File: config.mk
export PLATFORM = sky130hd
export DESIGN_NAME = fetch_stall_ctrl
export DESIGN_NICKNAME = d
export VERILOG_FILES = /design/src/rtl/fetch_stall_ctrl.sv
export SDC_FILE = /design/constraint.sdc
export NUM_CORES = 1
export LEC_CHECK = 0
export CORE_MARGIN = 8
export CORE_UTILIZATION = 40
export DETAILED_ROUTE_END_ITERATION = 12
export PLACE_DENSITY = 0.79
export SYNTH_ARGS = -nofsm -noshare
export SYNTH_HDL_FRONTEND = slang
export SYNTH_SLANG_ARGS = --single-unit
File: constraint.sdc
create_clock -name clk -period 2.3 [get_ports clk]
set_clock_uncertainty 0.2 [all_clocks]
set_input_delay 0.46 -clock clk [delete_from_list [all_inputs] [get_ports clk]]
set_output_delay 0.46 -clock clk [all_outputs]
set_load 0.01 [all_outputs]
File: src/rtl/fetch_stall_ctrl.sv
// Fetch-stage stall/redirect controller: owns PC, the IF/ID register and the RUN/HOLD/DRAIN/HALTED FSM.
// Optional stall cycle counter and stall_cycles port are built only when FETCH_STALL_COUNT_EN is defined.
module fetch_stall_ctrl #(
  parameter logic [15:0] NOP_INSTR = 16'h0800,
  parameter logic [15:0] RESET_PC  = 16'h0000
) (
  input  logic        clk,
  input  logic        rst_n,
  input  logic        stall,
  input  logic        branchStall,
  input  logic        redirect_valid,
  input  logic [15:0] redirect_pc,
  input  logic        halt,
  input  logic [15:0] instr_in,
  output logic [15:0] pc,
  output logic [15:0] instr_ifid,
  output logic [15:0] pc2_ifid,
  output logic        valid_ifid,
  output logic        bubble_idex,
`ifdef FETCH_STALL_COUNT_EN
  output logic [15:0] stall_cycles,
`endif
  output logic [1:0]  state_o
);

  typedef enum logic [1:0] {
    RUN    = 2'b00,
    HOLD   = 2'b01,
    DRAIN  = 2'b10,
    HALTED = 2'b11
  } state_t;

  state_t      state_q, state_d;
  logic [15:0] pc_q, pc_d;
  logic [15:0] instr_q, instr_d;
  logic [15:0] pc2_q, pc2_d;
  logic        valid_q, valid_d;
  logic [15:0] pc_inc;

  assign pc_inc = pc_q + 16'd2;

  // State register
  always_ff @(posedge clk) begin
    if (!rst_n) state_q <= RUN;
    else        state_q <= state_d;
  end

  // Next state: redirect beats branchStall, which beats stall, which beats halt
  always_comb begin
    state_d = state_q;
    if (state_q != HALTED) begin
      if (redirect_valid)             state_d = branchStall ? DRAIN : RUN;
      else if (branchStall)           state_d = DRAIN;
      else if (state_q == DRAIN)      state_d = DRAIN;
      else if (stall)                 state_d = HOLD;
      else if (halt && valid_q)       state_d = HALTED;
      else                            state_d = RUN;
    end
  end

  // Datapath next values follow the same priority as the state decision
  always_comb begin
    pc_d    = pc_q;
    instr_d = instr_q;
    pc2_d   = pc2_q;
    valid_d = valid_q;
    if (state_q != HALTED) begin
      if (redirect_valid) begin
        pc_d    = redirect_pc;
        instr_d = NOP_INSTR;
        valid_d = 1'b0;
      end else if (branchStall || state_q == DRAIN) begin
        instr_d = NOP_INSTR;
        valid_d = 1'b0;
      end else if (!stall && !(halt && valid_q)) begin
        pc_d    = pc_inc;
        instr_d = instr_in;
        pc2_d   = pc_inc;
        valid_d = 1'b1;
      end
    end
  end

  always_ff @(posedge clk) begin
    if (!rst_n) begin
      pc_q    <= RESET_PC;
      instr_q <= NOP_INSTR;
      pc2_q   <= 16'h0000;
      valid_q <= 1'b0;
    end else begin
      pc_q    <= pc_d;
      instr_q <= instr_d;
      pc2_q   <= pc2_d;
      valid_q <= valid_d;
    end
  end

  // Outputs
  always_comb begin
    bubble_idex = stall || (state_q == DRAIN) || (state_q == HALTED);
    state_o     = state_q;
  end

  assign pc         = pc_q;
  assign instr_ifid = instr_q;
  assign pc2_ifid   = pc2_q;
  assign valid_ifid = valid_q;

`ifdef FETCH_STALL_COUNT_EN
  logic [15:0] stall_cycles_q, stall_cycles_d;

  function automatic logic [15:0] sat_inc16(input logic [15:0] v);
    return (v == 16'hFFFF) ? v : v + 16'd1;
  endfunction

  always_comb begin
    stall_cycles_d = stall_cycles_q;
    if (bubble_idex && state_q != HALTED) stall_cycles_d = sat_inc16(stall_cycles_q);
  end

  always_ff @(posedge clk) begin
    if (!rst_n) stall_cycles_q <= 16'h0000;
    else        stall_cycles_q <= stall_cycles_d;
  end

  assign stall_cycles = stall_cycles_q;
`endif

endmodule

==> impl_metrics.ini, run 1 <==
[logic_synthesis]
async_flop_share = 0
synth_edf_count = 0
synth_largest_area_cell = dfxtp_1
syn-instance-count = 266
avgSynthCellArea_sq_um = 9.045
synthesis.area_sq_um = 2406
synth.top_cell.area_share = 0.4243
ys_seq_elements = 51
ys_types = 57
synth_ff_type = dfxtp_1
syn-num-nets = 305
seq_area_frac_synth = 0.4243
synthTopCellsByArea = dfxtp_1 42%, a22o_1 5.5%, nand2_1 3.6%, a21oi_1 3.3%, o21ai_0 3.3%
yosys_warnings = 0

[route]
wl_per_cell_um = 16.71
drtIter0Drc = 213
via_per_inst = 5.450
drc = 0
via_count = 2398
ant_nets = 0
wl_um = 7353
drtPass1Iterations = 8

[finish]
postLayoutCoreUtil = 0.6153
nets = 403
layout.cells.non_filler = 440
layout-drive-gt1-share = 0.1205
diodes = 0
fillers = 497
syn2layout_area_growth_pct = 49.61

[outcome]
status = finished, final reports clean

[setup_path]
worstPathArrival_ps = 1480
required_ps = 1640
path_delay_family = buffers and inverters
critPathMaxFanout = 10
crit_path_max_incr_delay_ps = 610
end_kind = primary output
critPathSlowestCell = clkdlybuf4s50_1
cp_num_buf_inv = 1
path_cells = clkdlybuf4s50_1
path_class = flip-flop to primary output
startpoint_type = flip-flop

[sta]
setup_ws_ps = 155.6
max_clock_freq_mhz = 466.3
finalMaxSlewViolations = 0
hold_viol = 0
setup_viol = 0
finalCritPeriodShare = 0.9323
slew_headroom = 0.6032
finalSetupTns_ps = 0
tightest_slew_ps = 593.7
fin_crit_ps = 2144
rsz0062_at_grt = false

[floorplanning]
die_h_um = 93.56
die-area_sq_um = 8753
io_pins = 90
start_util = 0.4112
core-area_sq_um = 5851
row_count = 28
die_w_um = 93.56

[grt]
overflow = 0
grt_pass1_wl_um = 11700
grt_usage = 0.1657
grt_pass1_vias = 2336
grt_max_degree = 23
antenna_found_initial = 0

[clocking]
post_cts_buffers = 0
clock_path_buffers = 2
clock_sinks = 51
cts_tree = built
path_clk_slew_ps = 100
cts_made_buffers = 5
root_buffer = clkbuf_8
htree_levels = 2
clk_latency_ps = 310

[placement]
place_congestion = 0.8034
dp_hpwl_um = 5460
dp_cells = 432
io_buffers = 89
dp_worst_setup_slack_ps = -132.4

[min_path]
worst_hold_path_type = flip-flop to flip-flop

[power]
ir_drop_mv = 0.3890
leakage_nw = 1.301
p_total_mw = 2.055
power_density_nw_per_um2 = 570.9

[job]
maxCapViolations = 0
final timing paths:
| path | from | end | slack (ps) | depth (start not counted) |
|---|---|---|---|---|
| worst min-delay path | instr_ifid[1]$_SDFFE_PN0P_ | instr_ifid[1]$_SDFFE_PN0P_ | 280 | 1 |
| worst min register to register | instr_ifid[1]$_SDFFE_PN0P_ | instr_ifid[1]$_SDFFE_PN0P_ | 280 | 1 |
| worst max register to register | pc[1]$_SDFFE_PN0P_ | pc[11]$_SDFFE_PN0P_ | 250 | 5 |
| worst max-delay path | state_o[1]$_SDFFE_PN0N_ | state_o[1] | 160 | 1 |
registers in the layout (all words and copies together) (netlist names):
signal and flops:
instr_ifid 16, state_o 2, valid_ifid 1, pc 16, pc2_ifid 16
what timing repair did:
action,CTS,global route
gates resized for setup,1,1
hold endpoints to repair,0,0
setup endpoints to repair,1,1
pin swaps,0,0
hold buffers,0,0
final cells by class:
| type | instances | area (sq um) | area share |
|---|---|---|---|
| Multi-Input combinational cell | 188 | 1242 | 0.3452 |
| Tap cell | 75 | 93.84 | 0.02607 |
| Clock buffer | 5 | 68.82 | 0.01912 |
| Inverter | 7 | 26.28 | 0.007299 |
| Clock inverter | 3 | 67.56 | 0.01877 |
| Sequential cell | 51 | 1021 | 0.2836 |
| Timing Repair Buffer | 111 | 1080 | 0.3000 |
where the power goes:
part	switching [mW]	internal [mW]
logic	0.150	0.199
registers	0.0459	0.920
clock network	0.307	0.434
through the flow:
| step | area, sq um | hold slack, ps |
|---|---|---|
| 5_1_grt | 3600 | 303.1 |
| 3_5_place_dp | 3462 | 253.0 |
| 3_3_place_gp | 3462 | 246.6 |
| 2_1_floorplan | 2406 | 249.4 |
| 4_1_cts | 3597 | 282.0 |
| 6_report | 3600 | 281.8 |
per-layer routing:
metal | wire length (um) | vias to the layer above | track usage
met4 | 105 | 0 | 0.05680
met2 | 3589 | 90 | 0.2756
li1 | - | 1179 | -
met5 | 0 | - | 0
met3 | 518 | 7 | 0.04006
met1 | 3139 | 1122 | 0.2039
Yosys cell counts (all sizes together) (7+ instances only):
| cell | number |
|---|---|
| inv | 7 |
| nand2 | 23 |
| nand3 | 13 |
| a21oi | 17 |
| dfxtp | 51 |
| clkbuf | 9 |
| o21ai | 16 |
| nor2 | 20 |
| xnor2 | 7 |
| buf | 11 |
| a22o | 15 |
cells by family after synthesis:
kind of cell	after synthesis	synth area share
AOI/OAI and AO/OA	89	0.2611
and+or+nand+nor	84	0.1950
DFF	51	0.4243
buffers and inverters	27	0.06032
xor gates and xnor gates	9	0.03276
muxes	5	0.02132
adders and majority gates	1	0.005199
layout by cell type, fill, tap and decap left out, types with 11 or more instances in the layout:
cell type	netlist	layout
a22o_1	15	15
a21oi_1	16	16
nand2_1	23	23
clkdlybuf4s50_1	0	88
dfxtp_1	51	51
o21ai_0	16	16
nand3_1	11	11
nor2_1	20	19
buf_4	4	20
No activity file was read; power rests on OpenSTA's default activity.
==> run 2, diff against run 1 <==
--- a/config.mk
+++ b/config.mk
@@ -7,6 +7,7 @@
 export LEC_CHECK = 0
 export CORE_MARGIN = 8
 export CORE_UTILIZATION = 40
+export CTS_CLUSTER_DIAMETER = 150
 export DETAILED_ROUTE_END_ITERATION = 12
 export PLACE_DENSITY = 0.79
 export SYNTH_ARGS = -nofsm -noshare
==> results of run 2 <==
Final layout, timing and power as in run 1 (identical DEF).
==> run 3, diff against run 2 <==
--- a/config.mk
+++ b/config.mk
@@ -5,7 +5,6 @@
 export SDC_FILE = /design/constraint.sdc
 export NUM_CORES = 1
 export LEC_CHECK = 0
-export CORE_MARGIN = 8
 export CORE_UTILIZATION = 40
 export CTS_CLUSTER_DIAMETER = 150
 export DETAILED_ROUTE_END_ITERATION = 12
==> run 3 against run 2 <==
Register-to-register slack improved by 50 ps. Die area fell by 28%. Sequential share of layout area rose by 0.31 points. Via count rose by 0.63%. Cell count fell by 0.91%. Clock-buffer cell count rose by 1. Core utilization rose by 1.6 points. Worst setup slack got worse by 27 ps. Routed wire length fell by 8.4%. Sequential power barely moved. Critical path depth rose by 4. Hold slack got worse by 9.6 ps. Critical endpoint is now pc[4]$_SDFFE_PN0P_. Largest power group unchanged. Highest routed layer unchanged.
==> impl_metrics.ini, run 3 (synthesis gave the netlist of run 1 again) <==
[outcome]
status = finished, final reports clean

[sta]
setup_ws_ps = 128.4
tightest_slew_ps = 622.8
hold_viol = 0
finalMaxSlewViolations = 0
finalCritPeriodShare = 0.9442
slew_headroom = 0.5833
fin_crit_ps = 2172
setup_viol = 0
rsz0062_at_grt = false
max_clock_freq_mhz = 460.5

[setup_path]
critPathSlowestCell = a2111oi_1
reg2reg_depth = 5
startpoint_type = primary input
critPathMaxFanout = 10
required_ps = 2300
end_kind = flip-flop
crit_path_max_incr_delay_ps = 620
path_cells = clkdlybuf4s50_1 -> a2111oi_1 -> nor2_1 -> o21ai_0 -> a21oi_1
worstPathArrival_ps = 2170
path_class = primary input to flip-flop

[finish]
diodes = 0
syn2layout_area_growth_pct = 48.00
nets = 402
regArea_sq_um = 1021
final_area_sq_um = 3561
final_cell_mix = 88 x clkdlybuf4s50_1, 51 x dfxtp_1, 23 x nand2_1, 20 x nor2_1, 18 x buf_4
final_common_cell = clkdlybuf4s50_1
fillers = 488
layout-drive-gt1-share = 0.1154
layout.cells.non_filler = 436
multi_input_area_sq_um = 1240

[grt]
overflow = 0
grt-busiest-layer = met2
use_met2 = 0.3530
grt_max_degree = 24
grt_usage = 0.2253
met3_usage = 0.04114
grt_pass1_vias = 2236
antenna_found_initial = 0
grt_pass1_wl_um = 11180
grtUsageMet1 = 0.3116

[clocking]
clk_latency_ps = 300
clock_sinks = 51
root_buffer = clkbuf_8
htree_levels = 2
cts_made_buffers = 5
holdBufCountCts = 0
path_clk_slew_ps = 100
cts_tree = built
clock_path_buffers = 2

[floorplanning]
core-area_sq_um = 5642
row_count = 27
die_w_um = 79.56
io_pins = 90
start_util = 0.4265
die_h_um = 79.56
die-area_sq_um = 6329

[placement]
io_buffers = 89
dp_worst_setup_slack_ps = -140.7
post_dp_cell_area_sq_um = 3463
dp_cells = 428
dp_hpwl_um = 4935
place_congestion = 0.8026

[route]
ant_nets = 0
drtPass1Iterations = 4
via_count = 2413
drc = 0
drtIter0Drc = 196
wl_um = 6732
wl_per_cell_um = 15.44
via_per_inst = 5.534

[power]
power_density_nw_per_um2 = 522.8
power.internal_mw = 1.365
power_frac_clock = 0.295
pwr-share-comb = 0.187
power_frac_seq = 0.518
ir_drop_mv = 0.2734
power_switching_mw = 0.4971
swShare = 0.2670
leakage_nw = 1.282

[min_path]
hold_path_depth = 2
worst_hold_path_type = flip-flop to flip-flop

[job]
maxCapViolations = 0
[run 3: cell type report]
| class | count | area share |
|---|---|---|
| clock buffers | 6 | 0.02319 |
| clock inverters | 2 | 0.004568 |
| inverters | 7 | 0.007379 |
| multi-input cells | 188 | 0.3482 |
| flip-flops and latches | 51 | 0.2867 |
| well taps | 72 | 0.02530 |
| repair buffers | 110 | 0.3046 |
[run 3: layer usage]
| metal | up-vias | part of all wire |
|---|---|---|
| met5 | - | 0 |
| met4 | 0 | 0.013 |
| met3 | 6 | 0.059 |
| met2 | 87 | 0.47 |
| met1 | 1146 | 0.45 |
| li1 | 1174 | - |
[run 3: worst max-delay path, delay by kind of cell]
family                 cells  cell delay (ps)
AOI/OAI and AO/OA          3              950
buffers and inverters      1              460
and+or+nand+nor            1              310
[run 3: repair_timing]
action,in CTS,in global routing
buffers inserted,0,0
resized for setup,1,0
endpoints found under the setup margin,1,0
[run 3: stage by stage]
step,utilization,hold slack (ps),power (mW),TNS [ps]
floorplan,-,249.4,1.131,0
global placement,0.6139,245.3,1.323,-454.6
detailed placement,0.6139,257.0,1.331,-1083
CTS,0.6312,273.7,1.878,0
global route,0.6312,295.2,1.952,0
finish,0.6312,272.2,1.862,0
[run 3: final timing paths]
| check | from | slack [ps] | to |
|---|---|---|---|
| max | halt | 130 | pc[4]$_SDFFE_PN0P_ |
| min | instr_ifid[11]$_SDFFE_PN1P_ | 270 | instr_ifid[11]$_SDFFE_PN1P_ |
| max reg2reg | pc[1]$_SDFFE_PN0P_ | 300 | pc[11]$_SDFFE_PN0P_ |
| min reg2reg | instr_ifid[11]$_SDFFE_PN1P_ | 270 | instr_ifid[11]$_SDFFE_PN1P_ |
[run 3: power groups by stage]
stage,registers (mW),clock network (mW),logic (mW)
6_report,0.965,0.549,0.347
5_1_grt,0.973,0.604,0.376
4_1_cts,0.964,0.566,0.348
3_5_place_dp,0.985,0,0.346
3_3_place_gp,0.983,0,0.340
2_1_floorplan,0.991,0,0.140
